<file path="src/rtl/simon_pkg.sv">
// Shared types and constants for the Simon 32/64 key schedule and cipher pipeline.
package simon_pkg;

    localparam int WORD_W   = 16;
    localparam int KEY_W    = 64;
    localparam int N_ROUNDS = 32;

    // z0[j] lives at Z0[61-j]: the leftmost bit of the published sequence is z0[0].
    localparam logic [61:0] Z0 = 62'b11111010001001010110000111001101111101000100101011000011100110;

    typedef logic [WORD_W-1:0] rk_t;

    typedef enum logic [1:0] {
        IDLE = 2'd0,
        GEN  = 2'd1,
        DONE = 2'd2
    } state_t;

    function automatic rk_t ror(input rk_t x, input int unsigned n);
        return (x >> n) | (x << (WORD_W - n));
    endfunction

endpackage

</file>
<file path="src/rtl/simon_key_step.sv">
// One Simon 32/64 key-schedule word update: k[i] from k[i-4], k[i-3], k[i-1] and z0 bit.
module simon_key_step
    import simon_pkg::*;
(
    input  logic [15:0] k_im4,
    input  logic [15:0] k_im3,
    input  logic [15:0] k_im1,
    input  logic        z,
    output logic [15:0] k_i
);

    logic [15:0] t0;
    logic [15:0] t1;

    assign t0  = ror(k_im1, 3) ^ k_im3;
    assign t1  = t0 ^ ror(t0, 1);
    assign k_i = 16'hFFFC ^ {15'b0, z} ^ k_im4 ^ t1;

endmodule

</file>
<file path="src/rtl/simon_key_schedule.sv">
// Iterative Simon 32/64 key expansion: one round key per clock into a held packed array.
//
//   state | meaning
//   IDLE  | after reset, no keys available
//   GEN   | expansion running, one word written per cycle
//   DONE  | all round keys valid and held
module simon_key_schedule #(
    parameter int N_ROUNDS = 32
) (
    input  logic                       clk,
    input  logic                       rst,
    input  logic                       start,
    input  logic [63:0]                keytext,
    output logic [N_ROUNDS-1:0][15:0]  key,
    output logic                       key_valid,
    output logic                       busy
);

    import simon_pkg::*;

    localparam int                IDX_W     = $clog2(N_ROUNDS);
    localparam logic [IDX_W-1:0]  IDX_FIRST = IDX_W'(4);
    localparam logic [IDX_W-1:0]  IDX_LAST  = IDX_W'(N_ROUNDS - 1);

    state_t                      state;
    logic [IDX_W-1:0]            idx;
    logic [N_ROUNDS-1:0][15:0]   key_q;
    logic [5:0]                  z_j;
    logic [5:0]                  z_pos;
    logic                        z_bit;
    logic [15:0]                 k_next;

    // idx is only meaningful in GEN (idx >= 4); elsewhere the step output is ignored.
    assign z_j   = 6'(idx) - 6'd4;
    assign z_pos = 6'd61 - z_j;
    assign z_bit = Z0[z_pos];

    simon_key_step u_step (
        .k_im4 (key_q[idx - IDX_W'(4)]),
        .k_im3 (key_q[idx - IDX_W'(3)]),
        .k_im1 (key_q[idx - IDX_W'(1)]),
        .z     (z_bit),
        .k_i   (k_next)
    );

    always_ff @(posedge clk) begin
        if (rst) begin
            state     <= IDLE;
            idx       <= '0;
            key_q     <= '0;
            busy      <= 1'b0;
            key_valid <= 1'b0;
        end else begin
            case (state)
                IDLE, DONE: begin
                    if (start) begin
                        key_q[0]  <= keytext[15:0];
                        key_q[1]  <= keytext[31:16];
                        key_q[2]  <= keytext[47:32];
                        key_q[3]  <= keytext[63:48];
                        idx       <= IDX_FIRST;
                        busy      <= 1'b1;
                        key_valid <= 1'b0;
                        state     <= GEN;
                    end
                end
                GEN: begin
                    key_q[idx] <= k_next;
                    if (idx == IDX_LAST) begin
                        busy      <= 1'b0;
                        key_valid <= 1'b1;
                        state     <= DONE;
                    end else begin
                        idx <= idx + IDX_W'(1);
                    end
                end
                default: begin
                    state     <= IDLE;
                    idx       <= '0;
                    busy      <= 1'b0;
                    key_valid <= 1'b0;
                end
            endcase
        end
    end

    assign key = key_q;

endmodule

</file>
<file path="config.mk">
export PLATFORM = sky130hd
export DESIGN_NAME = simon_key_schedule
export DESIGN_NICKNAME = d
export VERILOG_FILES = /design/src/rtl/simon_pkg.sv /design/src/rtl/simon_key_step.sv /design/src/rtl/simon_key_schedule.sv
export SDC_FILE = /design/constraint.sdc
export NUM_CORES = 2
export LEC_CHECK = 0
export CORE_MARGIN = 2
export CORE_UTILIZATION = 58
export DETAILED_ROUTE_END_ITERATION = 10
export PLACE_DENSITY = 0.86
export SLEW_MARGIN = 10
export SYNTH_ARGS = -nofsm -noshare
export SYNTH_HDL_FRONTEND = slang
export SYNTH_HIERARCHICAL = 1
export SYNTH_SLANG_ARGS = --single-unit
export TNS_END_PERCENT = 1
</file>
<file path="constraint.sdc">
create_clock -name clk -period 8 [get_ports clk]
set_input_delay 1.2 -clock clk [delete_from_list [all_inputs] [get_ports clk]]
set_output_delay 1.2 -clock clk [all_outputs]
set_load 0.005 [all_outputs]
</file>
Yosys cells after proc, flatten, opt, wreduce, memory -nomap -nowiden
Memories as Yosys holds them, arrays and structs flattened.
Cells that the tools add are included.
{"block": "word_totals", "register_bits": 521, "latch_bits": 0, "ram_bits": 0, "rom_bits": 64, "input_bits": 67, "output_inout_bits": 514, "mem_count": 1}
{"block": "op_classes", "n_addsub": 6, "n_mul": 0, "n_div": 0, "magnitude_cmp": 6, "n_eq_ne": 6, "shifts": 0, "n_mux": 24, "bitwise": 6, "n_reduce_logical": 7}
{"name": "(name not given)", "words": 64, "word_bits": 1, "read_ports": 1, "rd_clocked_by_memory_dff": 0, "wr": 0, "line": "simon_key_schedule.sv:36", "text": "assign z_bit = Z0[z_pos];"}
{"operator": "$bwmux 512", "count": 1}
{"operator": "$bmux 16 s5", "count": 3}
{"operator": "$pmux 64 s2", "count": 1}
{"operator": "$demux 16 s5", "count": 1}
{"operator": "$mux 16", "count": 4}
{"operator": "$mux 64", "count": 1}
{"operator": "$xor 16x16->16", "count": 4}
{"operator": "$lt 5x6->1 const B", "count": 4}
{"operator": "$or 13x16->16", "count": 1}
{"operator": "$or 15x16->16", "count": 1}
{"operator": "$mux 5", "count": 2}
{"operator": "$pmux 5 s2", "count": 1}
{"operator": "$lt 6x7->1 const B", "count": 1}
{"operator": "$ne 2x2->1 const B", "count": 3}
{"operator": "$reduce_and 2->1", "count": 3}
{"operator": "$sub 5x3->6 const B", "count": 1}
{"operator": "$sub 6x6->6 const A", "count": 1}
{"operator": "$add 5x1->5 const B", "count": 1}
{"operator": "$eq 5x5->1 const B", "count": 1}
{"operator": "$ge 5x1->1 const B", "count": 1}
{"operator": "$mux 1", "count": 5}
{"operator": "$sub 5x1->5 const B", "count": 1}
{"operator": "$sub 5x2->5 const B", "count": 1}
{"operator": "$sub 5x3->5 const B", "count": 1}
{"operator": "other kinds (9)", "count": 11}

Logic depth before layout (Yosys ltp)
{"block": "depth", "ltp_word": 10, "ltp_mapped": 19, "ltp_nobuf": 10}

Cells and area by module
Netlist, hierarchy kept.
{"mod": "simon_key_schedule", "instances": 1, "cells_each": 3292, "area_per_inst_um2": 30276.5}
{"mod": "simon_key_step", "instances": 1, "cells_each": 35, "area_per_inst_um2": 559.3}

Least setup slack after synthesis
Ideal clock, no wire load.
{"block": "synth_path", "kind": "reg-to-reg", "startpoint": "register idx[0]", "endpoint": "register key_q (netlist bit key[12])", "arrival_time_ps": 4301, "t_required_ps": 7908, "setup_slack_ps": 3607, "path_stages_with_launch": 18, "cell_sequence": "dfxtp_1 buf_4 buf_6 buf_6 buf_4 buf_2 inv_1 ha_1 buf_2 clkbuf_1 mux4_2 mux2i_1 mux2i_1 xnor3_1 xnor2_1 clkbuf_1 nor2_1 nor4_1"}
{"block": "synth_between", "elab_chain_len": 10, "elab_cells_between_ends": 22, "cone_classes": "3 x add/sub; 2 x order compare; 10 x mux; 6 x bitwise; 1 x reduce/logical"}
{"element": "from (decl)", "line": "simon_key_schedule.sv:26", "text": "logic [IDX_W-1:0] idx;"}
{"element": "from (signal assigned)", "line": "simon_key_schedule.sv:74", "text": "idx <= idx + IDX_W'(1);"}
{"element": "$sub 5x1->5", "line": "simon_key_schedule.sv:41", "text": ".k_im1 (key_q[idx - IDX_W'(1)]),"}
{"element": "$bmux 16 s5", "line": "simon_key_schedule.sv:41"}
{"element": "$mux 16 (implied by the code)", "line": "simon_key_schedule.sv:41"}
{"element": "$or 13x16->16", "line": "simon_pkg.sv:20", "text": "return (x >> n) | (x << (WORD_W - n));"}
{"element": "$xor 16x16->16", "line": "simon_key_step.sv:15", "text": "assign t0 = ror(k_im1, 3) ^ k_im3;"}
{"element": "$or 15x16->16", "line": "simon_pkg.sv:20"}
{"element": "$xor 16x16->16", "line": "simon_key_step.sv:16", "text": "assign t1 = t0 ^ ror(t0, 1);"}
{"element": "$xor 16x16->16 *", "line": "simon_key_step.sv:17", "text": "assign k_i = 16'hFFFC ^ {15'b0, z} ^ k_im4 ^ t1;"}
{"element": "named net k_next[12]", "line": "simon_key_schedule.sv:31", "text": "logic [15:0] k_next;"}
{"element": "$bwmux 512 *", "line": "simon_key_schedule.sv:68", "text": "key_q[idx] <= k_next;"}
{"element": "$pmux 64 s2 *", "line": "simon_key_schedule.sv:54", "text": "case (state)"}
{"element": "to (signal, indexed assignment)", "line": "simon_key_schedule.sv:68"}
{"element": "to (decl)", "line": "simon_key_schedule.sv:27", "text": "logic [N_ROUNDS-1:0][15:0] key_q;"}
The timed path passes the listed nets; every way through them passes the cells marked *. The select of a mux whose other input is x is not followed.
A chain may end at the register's enable or synchronous reset.

Final worst setup path
{"block": "layout_path", "startpoint": "register idx[1]", "endpoint": "register key_q (netlist bit key[42])"}
The elaborated chain is that of the path after synthesis.

==> flow_summary.toml <==
[worst_setup_path]
startpoint_type = "flip-flop"
crit_family = "XOR/XNOR gates"
cp_slowest_stage_delay_ps = 810
critical_path_class = "flip-flop to flip-flop"
crit_fanout = 45
worst_ep_required_time_ps = 8490
crit_buf_inv = 3
worstPathArrival_ps = 6200
crit_chain = "clkinv_2 > buf_4 > ha_1 > a21boi_0 > xnor2_2 > buf_4 > nor3_1 > nor4_1 > xor2_1 > xnor3_1 > nor2_1 > nor4_1"
endpoint_kind = "flip-flop"
cpMaxStageDelayCell = "xnor2_2"

[place]
dpl.hpwl_um = 89900
gp_congestion = 1.05
post_dp_cell_area_um2 = 36800
portBuffers = 580
preCtsSetupSlack_ps = 2540

[floorplanning]
dieArea_um2 = 55000
num_io_pins = 581
die_h_um = 235
die_w_um = 235
rows = 84
start_util_pct = 58.7
coreArea_um2 = 52600

[sta]
setup_ws_ps = 2290
finalSetupTns_ps = 0
min_period_over_period_pct = 71.4
finalCriticalPeriod_ps = 5710
finalClockSkew_ps = 24.1
setup_viol = 0
finalMaxSlewViolations = 0
max_freq_mhz = 175
worstMarginPinSlew_ps = 1390
maxSlewHeadroom_pct = 7.13
rsz0062_at_grt = "false"
hold_viol = 0

[pwr]
vdd_ir_drop_max_mv = 0.193
power_density_nw_per_um2 = 174
p_leak_nw = 13.5
total_power_w = 0.00673

[clocking]
cts_buffers = 55
clockRootBuffer = "clkbuf_16"
post_cts_buffers = 0
cts_tree = "done"
path_clk_slew_ps = 60
h-tree-depth = 2
clock-sinks = 520
clk_path_buf_depth = 3
clk_latency_ps = 640
ctsResizeCount = 0
postCtsHoldBufs = 0

[drt]
wirelength_um = 132000
drt_iter0_drc = 4851
drt_pass1_iterations = 8
met2_length_um = 57500
wl_met1_um = 42400
drcViolationCount = 0
wire_per_inst_um = 29.5
antenna_left = 0
wl_met3_um = 18800
vias_per_cell = 6.93
dr.max_layer_used = "met5"
vias = 30900

[synthesis]
ys_warn_count = 6
synthArstFlopShare_pct = 0
syn_inst = 3327
syn_avg_cell_area_um2 = 9.27
seq_area_frac_synth_pct = 33.8
synth_flop_cell = "dfxtp_1"
synth_cell_types = 53
synth_area_um2 = 30800
synth_nets = 3410
synth-edff-count = 0
ys_seq_elements = 520

[cells_and_area]
final_area_um2 = 38700
n_fill_cell = 3599
syn2layout_area_growth_pct = 25.6
fin_nets = 3812
final_cell_mix = "930 x nand2_1, 579 x clkdlybuf4s50_1, 519 x dfxtp_1, 455 x a21oi_1, 285 x mux2_2"
drive_gt1_share_pct = 20.1
layout_commonest_cell = "nand2_1"
final_util_pct = 73.7

[global_routing]
globalRouteTotalUtil_pct = 46.5
grt_pass1_wl_um = 188000
grt_max_degree = 212
antenna_found_initial = 4
grt_pass1_vias = 29400
overflow = 0

[status]
status = "complete, no violations"

[worst_hold_path]
hp-class = "flip-flop to flip-flop"

[job]
maxCapViolCount = 0
where the power goes:
group	switching [W]	leakage (nW)	total [W]	internal (W)
registers	0.0000709	4.20	0.00270	0.00263
logic	0.000782	8.39	0.00126	0.000478
clock network	0.00114	0.936	0.00277	0.00162
total	0.00200	13.5	0.00673	0.00473
routing by layer:
metal | GRT usage, % | vias to the layer above
li1 | - | 12600
met1 | 55.0 | 14400
met2 | 69.4 | 3008
met3 | 14.9 | 852
met4 | 38.3 | 10
met5 | 0 | -
cell families after synthesis:
| logic type | Yosys count | synth area share, % |
|---|---|---|
| flops | 520 | 33.8 |
| simple gates | 1268 | 16.9 |
| fa+ha+maj | 16 | 0.649 |
| xor+xnor | 46 | 2.15 |
| compound gates | 503 | 8.64 |
| buf+inv | 301 | 4.42 |
| mux | 673 | 33.5 |
metrics by stage:
stage                     instances  hold slack (ps)
final                          4461              485
after global routing           4460              503
after CTS                      4459              483
after detailed placement       4359              474
after global placement         4359              466
after floorplan                3327              471
cells in the mapped netlist, types with 3 or more instances:
| cell type | number | area share, % |
|---|---|---|
| nor3b_1 | 4 | 0.097 |
| inv_1 | 5 | 0.061 |
| mux2i_1 | 125 | 4.1 |
| buf_2 | 96 | 1.6 |
| mux2_2 | 285 | 10 |
| xor2_2 | 4 | 0.21 |
| nor2b_1 | 3 | 0.061 |
| nor2_1 | 202 | 2.5 |
| nand3b_1 | 6 | 0.15 |
| mux2_1 | 5 | 0.18 |
| dfxtp_1 | 520 | 34 |
| xnor3_1 | 14 | 1.0 |
| nor4_1 | 63 | 1.3 |
| nor2_4 | 7 | 0.26 |
| and3b_1 | 7 | 0.20 |
| a221oi_1 | 17 | 0.48 |
| buf_1 | 6 | 0.073 |
| nand3_1 | 5 | 0.081 |
| mux4_2 | 258 | 19 |
| a21oi_1 | 455 | 7.4 |
| xor2_1 | 13 | 0.37 |
| clkbuf_1 | 168 | 2.0 |
| ha_1 | 16 | 0.65 |
| nor3_1 | 5 | 0.081 |
| nor2_2 | 20 | 0.41 |
| o22ai_1 | 16 | 0.32 |
| xnor2_1 | 12 | 0.34 |
| nand2_1 | 930 | 11 |
| nand3b_2 | 3 | 0.11 |
| buf_6 | 5 | 0.18 |
| buf_4 | 20 | 0.49 |
| o21ai_0 | 3 | 0.049 |
area by class of cell:
class                      instances  area (um^2)  area share (%)
tap                              688          861            2.22
sequential                       520        10400            26.9
antenna                            1         2.50         0.00646
multi-input combinational       2506        19200            49.6
inverter                           6         23.8          0.0614
clock buffer                      71         1520            3.92
clock inverter                    29          389            1.00
timing repair buffer             640         6320            16.3
sequential cells by signal, summed over array words and instances, names as in the netlist:
signal	flops
idx	5
key_valid	1
key	512
busy	1
state	1
worst min-delay path, stage by stage, from the launching register on:
cell and delay [ps]:
dfxtp_1 330, nand2_1 60, a21oi_1 50
path summary, 6_finish.rpt:
check,startpoint,endpoint,slack [ps],cells past startpoint
worst max-delay path,idx[1]$_SDFFE_PP0P_,key[42]$_SDFFE_PP0P_,2290,12
worst min-delay path,key[407]$_SDFFE_PP0P_,key[407]$_SDFFE_PP0P_,490,2
worst max register to register,idx[1]$_SDFFE_PP0P_,key[42]$_SDFFE_PP0P_,2290,12
worst min register to register,key[407]$_SDFFE_PP0P_,key[407]$_SDFFE_PP0P_,490,2
No activity file was read; power rests on OpenSTA's default activity.
